[src/rtl/hc161_pkg.sv]
// rtl/hc161_pkg.sv - shared constants for the HC-series counter models
package hc161_pkg;

    // Counter width shared by hc161, hc163 and hc191
    localparam int HC_CNT_W = 4;

    // State at which terminal count is decoded
    localparam logic [HC_CNT_W-1:0] HC_TC_VALUE = 4'hF;

endpackage

[src/rtl/hc161_next.sv]
// rtl/hc161_next.sv - next-state and terminal-count decode for the hc161 counter
module hc161_next
    import hc161_pkg::*;
(
    input  logic [HC_CNT_W-1:0] q,
    input  logic [HC_CNT_W-1:0] d,
    input  logic                pe_n,
    input  logic                cep,
    input  logic                cet,
    output logic [HC_CNT_W-1:0] qnext,
    output logic                tc_next
);

    // Load beats count, count beats hold; an unknown control yields an unknown state
    always_comb begin
        qnext = q;
        case (pe_n)
            1'b0: qnext = d;
            1'b1: begin
                case (cep & cet)
                    1'b1:    qnext = q + HC_CNT_W'(1);
                    1'b0:    qnext = q;
                    default: qnext = 'x;
                endcase
            end
            default: qnext = 'x;
        endcase
    end

    // Terminal count as it will look after the coming edge
    always_comb begin
        tc_next = cet & (qnext == HC_TC_VALUE);
    end

endmodule

[src/rtl/hc161.sv]
// rtl/hc161.sv - 74HC161 4-bit presettable counter, pin level; HC161_TC_REG_EN registers TC
module hc161
    import hc161_pkg::*;
(
    input  logic p1,   // MR_n
    input  logic p2,   // CP
    input  logic p3,   // D0
    input  logic p4,   // D1
    input  logic p5,   // D2
    input  logic p6,   // D3
    input  logic p7,   // CEP
    input  logic p9,   // PE_n
    input  logic p10,  // CET
    output logic p11,  // Q3
    output logic p12,  // Q2
    output logic p13,  // Q1
    output logic p14,  // Q0
    output logic p15   // TC
);

    logic [HC_CNT_W-1:0] q;
    logic [HC_CNT_W-1:0] qnext;
    logic                tc_next;
    logic                tc;

    hc161_next u_next (
        .q       (q),
        .d       ({p6, p5, p4, p3}),
        .pe_n    (p9),
        .cep     (p7),
        .cet     (p10),
        .qnext   (qnext),
        .tc_next (tc_next)
    );

    // Counter state, cleared asynchronously by MR_n
    always_ff @(posedge p2 or negedge p1) begin
        if (!p1) begin
            q <= '0;
        end else begin
            q <= qnext;
        end
    end

`ifdef HC161_TC_REG_EN
    logic tc_q;

    // Registered TC tracks Q exactly; CET changes show up one edge late
    always_ff @(posedge p2 or negedge p1) begin
        if (!p1) begin
            tc_q <= 1'b0;
        end else begin
            tc_q <= tc_next;
        end
    end

    assign tc = tc_q;
`else
    logic unused_tc_next;
    assign unused_tc_next = tc_next;

    // Combinational TC so cascaded stages ripple within one cycle
    assign tc = p10 & (q == HC_TC_VALUE);
`endif

    assign p14 = q[0];
    assign p13 = q[1];
    assign p12 = q[2];
    assign p11 = q[3];
    assign p15 = tc;

endmodule

[config.mk]
export PLATFORM = sky130hd
export DESIGN_NAME = hc161
export DESIGN_NICKNAME = d
export VERILOG_FILES = /design/src/rtl/hc161_pkg.sv /design/src/rtl/hc161_next.sv /design/src/rtl/hc161.sv
export SDC_FILE = /design/constraint.sdc
export NUM_CORES = 1
export LEC_CHECK = 0
export CORE_AREA = 2 2 39 41
export DETAILED_ROUTE_END_ITERATION = 7
export DIE_AREA = 0 0 41 43
export GPL_TIMING_DRIVEN = 1
export SLEW_MARGIN = 40
export SYNTH_ARGS = -nofsm -noshare
export SYNTH_HDL_FRONTEND = slang
export SYNTH_SLANG_ARGS = --single-unit
[constraint.sdc]
create_clock -name p2 -period 2 [get_ports p2]
set_clock_uncertainty 0.05 [all_clocks]
set_input_delay 0.4 -clock p2 [delete_from_list [all_inputs] [get_ports p2]]
set_output_delay 0.4 -clock p2 [all_outputs]
set_load 0.005 [all_outputs]
# Word level (Yosys, flattened, before mapping)

Cells that the tools add are included.
Widths: inputs -> output; s select.

Word-level logic and storage cells: 10
Register bits: 4

Muxes and demuxes: 2
Equality and inequality tests: 2
Bitwise gates (word level): 4
$add $sub $neg: 1

Operators with widths:

| cell                | number |
|---|---|
| $pmux 4 s2          | 1 |
| $add 4x1->4 const B | 1 |
| $eq 4x4->1 const B  | 1 |
| $mux 4              | 1 |
| $and 1x1->1         | 2 |
| $ne 2x2->1 const B  | 1 |
| $not 1->1           | 2 |

# Logic depth before layout (Yosys ltp)

Gate-level depths: netlist of run 1.

Word-level depth: 3
Depth in mapped cells: 4

# Cells and area by module

A second synthesis of run 1 with hierarchy kept.

Cells, all modules: 34
Area total of the unflattened synthesis: 305.3 sq um

Modules (own cells, without submodules):

| module     | area each (sq um) | instances | cells each |
|---|---|---|---|
| hc161_next | 192.7             | 1         | 27 |
| hc161      | 112.6             | 1         | 7 |

# Least setup slack after synthesis of run 1

No wires, ideal clock.

Path type: register -> output
Start point: reg q[1]
End point: out p15
Buffers on the path: 0
Setup slack: 0.719 ns
Cell stages (with the launch flop): 3
Arrival time: 0.831 ns
Path through: dfrtp_1 > ha_1 > and4_2

Word-level cells in the longest chain between the ends: 2

RTL lines:

| what                     | RTL line    | source |
|---|---|---|
| start: declaration       | hc161.sv:21 | `logic [HC_CNT_W-1:0] q;` |
| start signal: assignment | hc161.sv:41 | `q <= qnext;` |
| $eq 4x4->1               | hc161.sv:63 | `assign tc = p10 & (q == HC_TC_VALUE);` |
| $and 1x1->1              | hc161.sv:63 |  |
| end: declaration         | hc161.sv:18 | `output logic p15` |

Every way passes these cells.

# Worst setup path in the final report of run 1

Start point: reg q[0]
End point: out p15

Same word-level chain as after synthesis.

==> run metrics, run 1 <==
result of the run completed; Worst slew margin 0.808; part of the cycle the worst path needs 0.827; iteration-0 DRC count of the detailed router 3; Placement Cell Area about 360 sq um; pin count of the biggest net entering global routing 9; CTS H-tree depth 1; list of cells traversed by the critical path ha_2 -> and4_2 -> dlymetal6s2s_1; type of the worst min-delay path in -> async; clock tree from TritonCTS built; sum of buffers and inverters on the critical path 1; RSZ-0062 raised after global routing false; registers with the highest flip-flop counts q x4; drt drc 0; GR Util All Layers 0.0805; critical path's slowest cell dfrtp_1; post-placement setup slack -62.3 ps; number of buffers created by CTS 3; final total negative setup slack 0 ps; Worst Path Arrival approximately 1200 ps; endpoint type of the worst setup path primary output; Vert. Die Dim 43 um; global placement routability congestion roughly 0.67; number of flip-flops and latches in the synthesized netlist 4; Final min period 1650 ps; Ports 14; Area growth syn-to-layout 79.3%; Final Hold Fails 0; HPWL after DPL 432 um; Net Count, Synth 33; Avg Inst Size Synth 9.47 sq um; Sinks on Clock Net 4; Pins Over Slew Limit 0; overall die area roughly 0.0018 sq mm; number of buffers inserted to repair setup after CTS 0; Critical Path Start Type flop; most flop-heavy register q; proportion of synthesized chip area in sequential cells 0.460; Final setup viols 0; antenna cells 0; count of hold-fix buffers inserted at cts 0; width of the die about 40 um; type of the setup path with the least slack reg -> out; Max Clock Freq 605 MHz; leading area contributor after synthesis dfrtp_1; actual transition at the worst max-transition pin 287 ps; distinct cell type count after synthesis 13; post-layout instance area roughly 390 sq um; maximum fanout along the worst path 4; worst slack on hold paths 322 ps; sum of overflow across all layers after global routing 0; Worst Slack Setup Final 347 ps; largest incremental delay on the critical path 410 ps; fin nets 50; insertion delay to the later sink of the worst-skew pair 230 ps; LEAKAGE 0.172 nW; netlist area before placement around 220 sq um; average via count per standard cell just over 4; max FFs per register 4; detailed-router iteration count before antenna repair 4; worst IR drop on VDD 208 uV; share of layout cells above drive strength 1 0.158; max-cap check violation count 0; data required time of the worst path 1550 ps; core region area roughly 0.0014 sq mm; count of input and output buffers 13; core occupancy in the finished layout 0.282; detail-routed net length per standard cell 10.2 um; top-area cell type share of the netlist area 0.460; number of antenna violations at the first check in global routing 0; family of cells with the greatest summed delay on the critical path flip-flops; root buffer cell clkbuf_4; via count of the first global-routing pass between 200 and 250; total length of routed wires 550 um; wire length of the first global-routing pass between 800 and 900 um; residual antenna-violating net count after detailed routing 0; largest buffer count on any clock path 2; areal power density over the cells 692 mW/mm^2; Synthesis Warnings 0; filler cell count 147; number of vias after detailed routing 222; row count 14; clock slew at reported path FFs ~40 ps; starting density of the core 0.157; number of instances in the synthesized netlist 23; largest cells by area after synthesis dfrtp_1, xor2_1, a21oi_1, nor2_1, ha_1
## worst reg2reg max path: stages (launching register included)
cell     delay, ps
dfrtp_1        410
ha_2           210
nand3_1        100
xor2_1         150
a21oi_1         80
## report_power, final
group          total, mW  leakage, nW  switching, mW  internal, mW
Combinational     0.0683        0.114         0.0239        0.0444
Clock              0.101       0.0138         0.0336        0.0672
Sequential         0.101       0.0448         0.0102        0.0909
## cells in the mapped netlist
library cell / number
or3_1: 1
a31oi_1: 1
xor2_1: 2
nand3_1: 2
nand2_2: 1
mux2i_1: 1
dfrtp_1: 4
o21ai_0: 1
clkbuf_1: 1
nor2_1: 4
a21oi_1: 3
and4_2: 1
ha_1: 1
## cells by family (layout without fill, tap and decap cells)
group | Yosys count | after routing | share of synthesized area
AOI/OAI and AO/OA | 5 | 5 | 0.121
xor gates and xnor gates | 2 | 2 | 0.0805
adders and majority gates | 1 | 1 | 0.0575
buffers and inverters | 1 | 16 | 0.0172
DFF | 4 | 4 | 0.460
muxes | 1 | 1 | 0.0460
and+or+nand+nor | 9 | 9 | 0.218
## layout by cell type, fill, tap and decap left out, types with 2 or more instances in the layout
| master | count |
|---|---|
| clkbuf_4 | 3 |
| xor2_1 | 2 |
| nand3_1 | 2 |
| dfrtp_1 | 4 |
| a21oi_1 | 3 |
| clkdlybuf4s50_1 | 11 |
| nor2_1 | 4 |
## through the flow
step / instances / total power, mW
after global routing: 54 / 0.291
final: 54 / 0.270
after detailed placement: 51 / 0.172
after floorplan: 23 / 0.126
after global placement: 51 / 0.170
after CTS: 54 / 0.277
## worst paths after layout
kind,start,end,slack (ps),cells past startpoint
max,q[0],p15,350,3
min,p1,q[3],320,1
max reg2reg,q[0],q[2],880,4
min reg2reg,q[3],q[3],540,2
max in group asynchronous,p1,q[1],1410,1
min in group p2,q[3],q[3],540,2
## timing repair
item | CTS | global route
setup endpoints to repair | 1 | 1
pin swaps | 0 | 1
gates resized for setup | 1 | 2
## per-layer routing
metal | up-vias | wire length (um) | GRT usage
met2 | 9 | 265 | 0.109
met1 | 102 | 222 | 0.0939
met5 | - | 0 | 0
met3 | 0 | 63 | 0.0366
li1 | 111 | - | -
met4 | 0 | 0 | 0.0600
## layout make-up
cell class	count	area, sq um	area share
sequential	4	100	0.256
clock buffer	3	22.5	0.0577
multi-input combinational	18	116	0.298
tap	16	20.0	0.0513
timing repair buffer	13	131	0.337
(Power assumes the default switching activity.)
==> run 2, diff against run 1 <==
- clock period: 2 -> 1.5 ns (I/O delays scaled with it)
==> run 2 against run 1 <==
- flip-flop and latch count stayed put
- cell count is 9.3% higher
- clock power is 35% higher
- sequential share of layout area is 1.7 points lower
- first-iteration DRC count is 100% lower
- worst hold slack worse by 110 ps
- non-clock buffer count is 5 higher
- combinational power is 63% higher
- via count is 5.9% higher
==> run metrics, run 2 (synthesis results as in run 1) <==
result of the run completed (unchanged); starting density of the core 0.157 (unchanged); detail-routed net length per standard cell 9.80 um (was 10.2 um); largest buffer count on any clock path 2 (unchanged); critical path's slowest cell dfrtp_1 (unchanged); antenna cells 0 (unchanged); registers with the highest flip-flop counts q x4 (unchanged); Final min period 1450 ps; wire length of the first global-routing pass 828 um (was 897 um); sum of overflow across all layers after global routing 0 (unchanged); non-filler cells in the finished layout 59 (was 54); LEAKAGE 0.183 nW (was 0.172 nW); largest incremental delay on the critical path 370 ps (was 410 ps); most flop-heavy register q (unchanged); number of vias after detailed routing 235 (was 222); sum of buffers and inverters on the critical path 1 (unchanged); RR Startpoint q[3] (was q[0]); Area growth syn-to-layout 92.0% (was 79.3%); reg2reg setup slack 330 ps (was 880 ps); pin count of the biggest net entering global routing 9 (unchanged); areal power density over the cells 900 mW/mm^2 (was 692 mW/mm^2); data required time of the worst path 1150 ps (was 1550 ps); Final Hold Fails 0 (unchanged); final total negative setup slack 0 ps (unchanged); Final setup viols 0 (unchanged); overall die area 0.00176 sq mm (unchanged); filler cell count 147 (unchanged); combinational cell fraction of total power 0.296 (was 0.253); top library cells by usage in the layout, fill and taps aside clkdlybuf4s50_1, buf_4, nor2_1, dlygate4sd2_1, dfrtp_1 (was clkdlybuf4s50_1, nor2_1, dfrtp_1); clock slew at reported path FFs 40 ps (about the same); sequential share of power 0.343 (was 0.374); part of the cycle the worst path needs 0.968; switching power total 0.0957 mW (was 0.0677 mW); row count 14 (unchanged); count of input and output buffers 13 (unchanged); capture point of the worst path p15 (unchanged); Placed Cells incl. Taps 55 (was 51); Worst slew margin 0.810 (was 0.808); post-placement setup slack -361 ps (was -62.3 ps); GR Util All Layers 0.0836 (was 0.0805); Worst Path Arrival 1100 ps (was 1200 ps); detailed-router iteration count before antenna repair 1 (was 4); Clk pwr share 0.361 (was 0.373); Vert. Die Dim 43 um (unchanged); global placement routability congestion 0.721 (was 0.674); list of cells traversed by the critical path ha_2 -> and4_4 -> buf_2 (was ha_2 -> and4_2 -> dlymetal6s2s_1); width of the die 41 um (unchanged); Ports 14 (unchanged); total length of routed wires 578 um (was 550 um); iteration-0 DRC count of the detailed router 0 (was 3); via count of the first global-routing pass 206 (was 211); sequential standard cell area 100 sq um (unchanged); Sinks on Clock Net 4 (unchanged); type of the setup path with the least slack reg -> out (unchanged); RSZ-0062 raised after global routing false (unchanged); maximum fanout along the worst path 2 (was 4); average via count per standard cell 3.98 (was 4.11); FF-to-FF End q[3] (was q[2]); core region area 0.00138 sq mm (unchanged); Crit path depth 3 (unchanged); post-layout instance area 418 sq um (was 390 sq um); most common library cell in the layout ignoring fill and taps clkdlybuf4s50_1 (unchanged); drt drc 0 (unchanged); worst slack on hold paths 217 ps (was 322 ps); fin nets 55 (was 50); root buffer cell clkbuf_4 (unchanged); internal power component 0.280 mW (was 0.203 mW); endpoint type of the worst setup path primary output (unchanged); Placement Cell Area 394 sq um (was 364 sq um); share of layout cells above drive strength 1 0.279 (was 0.158); type of the worst min-delay path in -> async (unchanged); Worst Slack Setup Final 48.0 ps (was 347 ps); Critical Path Start Type flop (unchanged); worst IR drop on VDD 477 uV (was 208 uV); insertion delay to the later sink of the worst-skew pair 240 ps (was 230 ps); clock tree from TritonCTS built (unchanged); CTS H-tree depth 1 (unchanged); cell count of the worst reg-to-reg path 3 (was 4); combined area of the multi-input logic cells 118 sq um (was 116 sq um); family of cells with the greatest summed delay on the critical path flip-flops (unchanged); net switching fraction of the power 0.255 (was 0.251); number of buffers created by CTS 3 (unchanged); number of antenna violations at the first check in global routing 0 (unchanged); HPWL after DPL 433 um (was 432 um); residual antenna-violating net count after detailed routing 0 (unchanged); Pins Over Slew Limit 0 (unchanged); max FFs per register 4 (unchanged); max-cap check violation count 0 (unchanged); crit path launch q[0] (unchanged); Max Clock Freq 689 MHz; actual transition at the worst max-transition pin 285 ps (was 287 ps)
-- run 2: cell count changes in the layout (fill, tap and decap cells not counted) --
cell	previous run	this run
and4_4	0	1
buf_2	0	1
and4_2	1	0
clkdlybuf4s50_1	11	8
dlymetal6s2s_1	1	0
dlygate4sd2_1	1	4
buf_4	0	5
-- run 2: worst min-delay path by stage --
| stage | endpoint | slack [ps] | cells after the start |
|---|---|---|---|
| 6_report | q[2] | 220 | 1 |
| 5_1_grt | q[2] | 220 | 1 |
| 4_1_cts | q[2] | 220 | 1 |
| 3_5_place_dp | q[2] | 480 | 1 |
| 3_3_place_gp | q[2] | 480 | 1 |
| 2_1_floorplan | q[0] | -50 | 0 |
-- run 2: through the flow --
step                      total power [mW]  utilization
after detailed placement             0.246        0.285
after global routing                 0.405        0.302
after CTS                            0.380        0.297
after global placement               0.244        0.285
after floorplan                      0.168            -
final                                0.376        0.302
-- run 2: cell type report --
type	instances	area share
sequential	4	0.240
multi-input combinational	18	0.281
timing repair buffer	18	0.377
clock buffer	3	0.0539
tap	16	0.0479
-- run 2: metal layers --
layer | global-route usage | part of all wire
met1 | 0.0812 | 0.42
met2 | 0.0938 | 0.42
met4 | 0.0600 | 0.012
met5 | 0 | 0
met3 | 0.0995 | 0.15
-- run 2: power by group through the flow --
stage	logic, mW	registers, mW	clock network, mW
5_1_grt	0.124	0.130	0.151
6_report	0.111	0.129	0.136
2_1_floorplan	0.0329	0.136	0
4_1_cts	0.109	0.130	0.142
3_5_place_dp	0.116	0.130	0
3_3_place_gp	0.114	0.130	0
-- run 2: what timing repair did --
item / 4_1_cts / 5_1_grt
hold buffers: 0 / 0
pin swaps: 1 / 0
resized for setup: 10 / 0
setup buffers: 0 / 1
setup endpoints to repair: 4 / 1
==> edit 1 (settings of run 2) <==
Build with the macro `HC161_TC_REG_EN` defined.
--- a/src/rtl/hc161.sv
+++ b/src/rtl/hc161.sv
@@ -1,2 +1,4 @@
 // rtl/hc161.sv - 74HC161 4-bit presettable counter, pin level; HC161_TC_REG_EN registers TC
+`define HC161_TC_REG_EN
+
 module hc161
Formal check against the unedited RTL: not equivalent (a bounded check fails within 4 cycles, from zero or initial values).
==> edit 1 against run 2 <==
Fmax about the same. Synthesized area up 39%. Setup slack worse by 0.00093 ns. Design area is 31% higher. Power increased by 24%. Sequential cell count is 1 higher. Wire length is 33% higher. Critical path type is now reg -> reg.
==> edit 1: results (changes against run 2) <==
status finished clean (unchanged); crit path capture p15 (unchanged); Final Critical Period 1.45 ns (about the same); vias 339 (was 235); initial antenna violation count 0 (unchanged); H-tree Lvls 1 (unchanged); top cells by area, synth dfrtp_1 (41%), xor2_1 (12%), a21oi_1 (5.0%), nand3_1 (5.0%), nor2_1 (5.0%) (was dfrtp_1 (46%), xor2_1 (8.0%), a21oi_1 (6.9%), nor2_1 (6.9%), ha_1 (5.7%)); asr flop ratio synth 100% (unchanged); Slew HR 80.9% (was 81.0%); DRT iter0 DRCs 4 (was 0); fraction of layout cells with a size suffix above 1 25.9% (was 27.9%); Synthesized Nets 43 (was 33); P_leak 0.253 nW (was 0.183 nW); first-pass GRT wire length 1.17 mm (was 828 um); CP startpoint q[0] (unchanged); R2R setup slack 0.05 ns (was 0.33 ns); max incr delay on CP 0.39 ns (was 0.37 ns); DP Wirelength 600 um (was 433 um); Antenna Diode Count 0 (unchanged); crit path DAT 1.53 ns (was 1.10 ns); largest reg by FF count q (unchanged); Post-synth top cells dfrtp_1 (5), nor2_1 (4), xor2_1 (4) (was dfrtp_1 (4), nor2_1 (4), a21oi_1 (3)); root buf cell clkbuf_4 (unchanged); VDD IR max 519 uV (was 477 uV); max reg flops 4 (unchanged); Place WS -0.128 ns (was -0.361 ns); WL/cell 10.4 um (was 9.80 um); later-pin clock latency in the skew report 0.24 ns (about the same); Final GP Congestion 0.689 (was 0.721); drt first pass iters 3 (was 1); TritonCTS buffer count 3 (unchanged); r2r worst-path depth 5 (was 3); Final nets 69 (was 55); Worst path slowest cell dfrtp_1 (unchanged); gr usage total 10.2% (was 8.36%); vias in the first global route 317 (was 206); post-synthesis cell type count 17 (was 13); CP max FO 2 (unchanged); sequential element share of the synthesized area 41.3% (was 46.0%)
[edit 1: where the power goes]
| group | internal [mW] | leakage, nW | switching (mW) | total (mW) |
|---|---|---|---|---|
| clock network | 0.0965 | 0.0177 | 0.0573 | 0.154 |
| registers | 0.149 | 0.0598 | 0.00834 | 0.157 |
| logic | 0.0935 | 0.176 | 0.0614 | 0.155 |
| total | 0.339 | 0.253 | 0.127 | 0.466 |
[edit 1: per-layer routing]
metal	share of wire (%)	wire, um	track usage [%]
met1	44	339	10.2
met2	50	386	16.3
met3	5.2	40	4.71
met4	0	0	6.00
met5	0	0	0
[edit 1: worst min path at each step]
stage / endpoint / depth (start not counted) / start
2_1_floorplan: p15 / 0 / p1
3_3_place_gp: q[2] / 1 / p1
3_5_place_dp: p15 / 1 / p1
4_1_cts: p15 / 1 / p1
5_1_grt: p15 / 1 / p1
6_report: p15 / 1 / p1
[edit 1: metrics by stage]
stage	instances	setup TNS [ns]	hold WS, ns	instance area, um^2
finish	74	0	0.222	549
floorplan	33	0	-0.0456	303
CTS	74	0	0.221	546
detailed placement	68	-0.243	0.488	502
global route	74	-0.0192	0.222	549
global placement	68	-0.230	0.489	502
[edit 1: final cells by class]
cell class / instances / area, um^2 / area share (%)
timing repair buffer: 22 / 199 / 36.2
multi-input combinational: 27 / 178 / 32.3
sequential: 5 / 125 / 22.8
clock buffer: 3 / 22.5 / 4.10
tap: 16 / 20.0 / 3.64
clock inverter: 1 / 5.00 / 0.911
[edit 1: cells by family after synthesis]
| group | share of synthesized area (%) |
|---|---|
| AO/OA/AOI/OAI | 17.8 |
| XOR/XNOR | 11.6 |
| adder cells (fa/ha/maj) | 4.13 |
| buffers and inverters | 1.24 |
| flip-flops | 41.3 |
| multiplexers | 3.31 |
| AND/OR/NAND/NOR | 20.7 |
[edit 1: critical path, delay by kind of cell (launching register included)]
| family | cells | cell delay (ns) |
|---|---|---|
| flip-flops | 1 | 0.39 |
| AO/OA/AOI/OAI | 2 | 0.37 |
| adder cells (fa/ha/maj) | 1 | 0.29 |
| AND/OR/NAND/NOR | 2 | 0.23 |
[edit 1: repair_timing]
action                     in CTS  in global routing
gates resized for setup         3                  1
setup endpoints to repair       4                  1
buffers inserted                2                  0
cloned                          0                  0
pin swaps                       0                  3
==> edit 2 (flow settings as in run 2) <==
Without the edit above. Register the input `p9` before use, without a reset. The logic sees it one clock later. The other inputs are not delayed to match.
--- a/src/rtl/hc161.sv
+++ b/src/rtl/hc161.sv
@@ -20,2 +20,8 @@
 
+    logic p9_q;
+
+    always_ff @(posedge p2) begin
+        p9_q <= p9;
+    end
+
     logic [HC_CNT_W-1:0] q;
@@ -28,3 +34,3 @@
         .d       ({p6, p5, p4, p3}),
-        .pe_n    (p9),
+        .pe_n    (p9_q),
         .cep     (p7),
Check against the original RTL: not equivalent (a bounded check fails within 4 cycles, from zero or initial values).
==> edit 2 against run 2 <==
Setup slack improved by 0.0057 ns. Sequential share of layout area up 2.3 points. Count of clock-buffer cells in the layout increased by 1. Sequential cell count up 1. Design area rose by 9.3%. Synthesized area increased by 9.2%. Wire length fell by 0.17%. Synthesized cell count is 4.3% higher. Power rose by 15%. First-iteration DRC count is 1 higher. Clock power increased by 17%. Cell count rose by 5.1%. Critical path type unchanged.
==> edit 2: results (changes against run 2) <==
Hold Path Class in -> async (unchanged); Critical R2R Launch q[3] (unchanged); root buf cell clkbuf_4 (unchanged); asr flop ratio synth 80.0% (was 100%); Max clock buf depth 2 (unchanged); Synthesized Nets 34 (was 33); post-synthesis compound-gate area fraction 11.1% (was 12.1%); final hold slack 0.219 ns (was 0.217 ns); drt first pass iters 2 (was 1); port buffer count 13 (unchanged); Final nets 57 (was 55); status finished clean (unchanged); top cells by area, synth dfrtp_1 (42%), dfxtp_1 (8.4%), xor2_1 (7.4%), a21oi_1 (6.3%), nor2_1 (6.3%) (was dfrtp_1 (46%), xor2_1 (8.0%), a21oi_1 (6.9%), nor2_1 (6.9%), ha_1 (5.7%)); reg2reg end q[3] (unchanged); largest net degree at the start of global routing 9 (unchanged); P_leak 0.197 nW (was 0.183 nW); Antenna Diode Count 0 (unchanged); clock slew at reported path FFs roughly 0.05 ns; H-tree Lvls 1 (unchanged); post-synthesis cell type count 14 (was 13); initial antenna violation count 0 (unchanged); number of vias per cell 3.92 (was 3.98); Top Registers q (4), p9_q (1) (was q (4)); r2r worst-path depth 3 (unchanged); multiplexer area fraction after synthesis 4.21% (was 4.60%); YS warnings 0 (unchanged); top cell family by delay on the critical path buffers and inverters (was flip-flops); later-pin clock latency in the skew report 0.24 ns (about the same); vias in the first global route 245 (was 206); fraction of layout cells with a size suffix above 1 28.3% (was 27.9%); Synth Area in Adders 5.26% (was 5.75%); DRT iter0 DRCs 1 (was 0); R2R setup slack 0.33 ns (about the same); CP max FO 3 (was 2); placed cell area 422 um^2 (was 394 um^2); Worst path slowest cell clkdlybuf4s50_1 (was dfrtp_1); VDD IR max 463 uV (was 477 uV); max incr delay on CP 0.50 ns (was 0.37 ns); Slew HR 83.8% (was 81.0%); Max-Cap Viols 0 (unchanged); gr usage total 8.36% (unchanged); fillcell total 154 (was 147); crit path DAT 1.10 ns (about the same); xor-xnor portion of the synthesized cell area 7.37% (was 8.05%); Final GP Congestion 0.716 (was 0.721); Place WS -0.328 ns (was -0.361 ns); Post-synth top cells dfrtp_1 (4), nor2_1 (4), a21oi_1 (3) (unchanged); first-pass GRT wire length 938 um (was 828 um); sequential element share of the synthesized area 50.5% (was 46.0%); WL/cell 9.31 um (was 9.80 um); TritonCTS buffer count 3 (unchanged)
edit 2: layer usage:
metal	track usage (%)	part of all wire (%)	up-vias
li1	-	-	127
met3	3.14	6.6	0
met5	0	0	-
met1	8.44	43	107
met2	13.1	50	9
met4	6.00	0	0
edit 2: cells by family after synthesis:
kind of cell | count (synthesis)
simple gates | 9
flops | 5
compound gates | 5
buf+inv | 1
xor+xnor | 2
mux | 1
fa+ha+maj | 1
edit 2: timing repair:
action | CTS | global route
buffers inserted | 0 | 1
pin swaps | 1 | 2
endpoints found under the setup margin | 4 | 2
resized for setup | 9 | 1
endpoints found under the hold margin | 0 | 0
edit 2: power by group:
| group | total [mW] | internal [mW] | switching [mW] |
|---|---|---|---|
| clock network | 0.159 | 0.101 | 0.0586 |
| registers | 0.159 | 0.149 | 0.0104 |
| logic | 0.113 | 0.0734 | 0.0391 |
edit 2: layout make-up:
type / instances / area, um^2 / share of cell area, %
sequential: 5 / 120 / 26.3
tap: 16 / 20.0 / 4.38
clock buffer: 4 / 26.3 / 5.75
multi-input combinational: 18 / 118 / 25.8
timing repair buffer: 19 / 173 / 37.8
edit 2: worst max path at each step:
| stage | start | to | slack [ns] | depth (start not counted) |
|---|---|---|---|---|
| global placement | p10 | p15 | -0.31 | 3 |
| detailed placement | p10 | p15 | -0.33 | 3 |
| CTS | q[3] | p11 | 0.006 | 1 |
| global route | q[3] | p11 | -0.003 | 1 |
| finish | q[3] | p11 | 0.05 | 1 |
| floorplan | q[1] | p15 | 0.32 | 2 |
edit 2: per-stage QoR:
step	std cells	TNS, ns
after floorplan	24	0
after global routing	62	-0.00265
final	62	0
after global placement	57	-0.350
after detailed placement	57	-0.395
after CTS	61	0
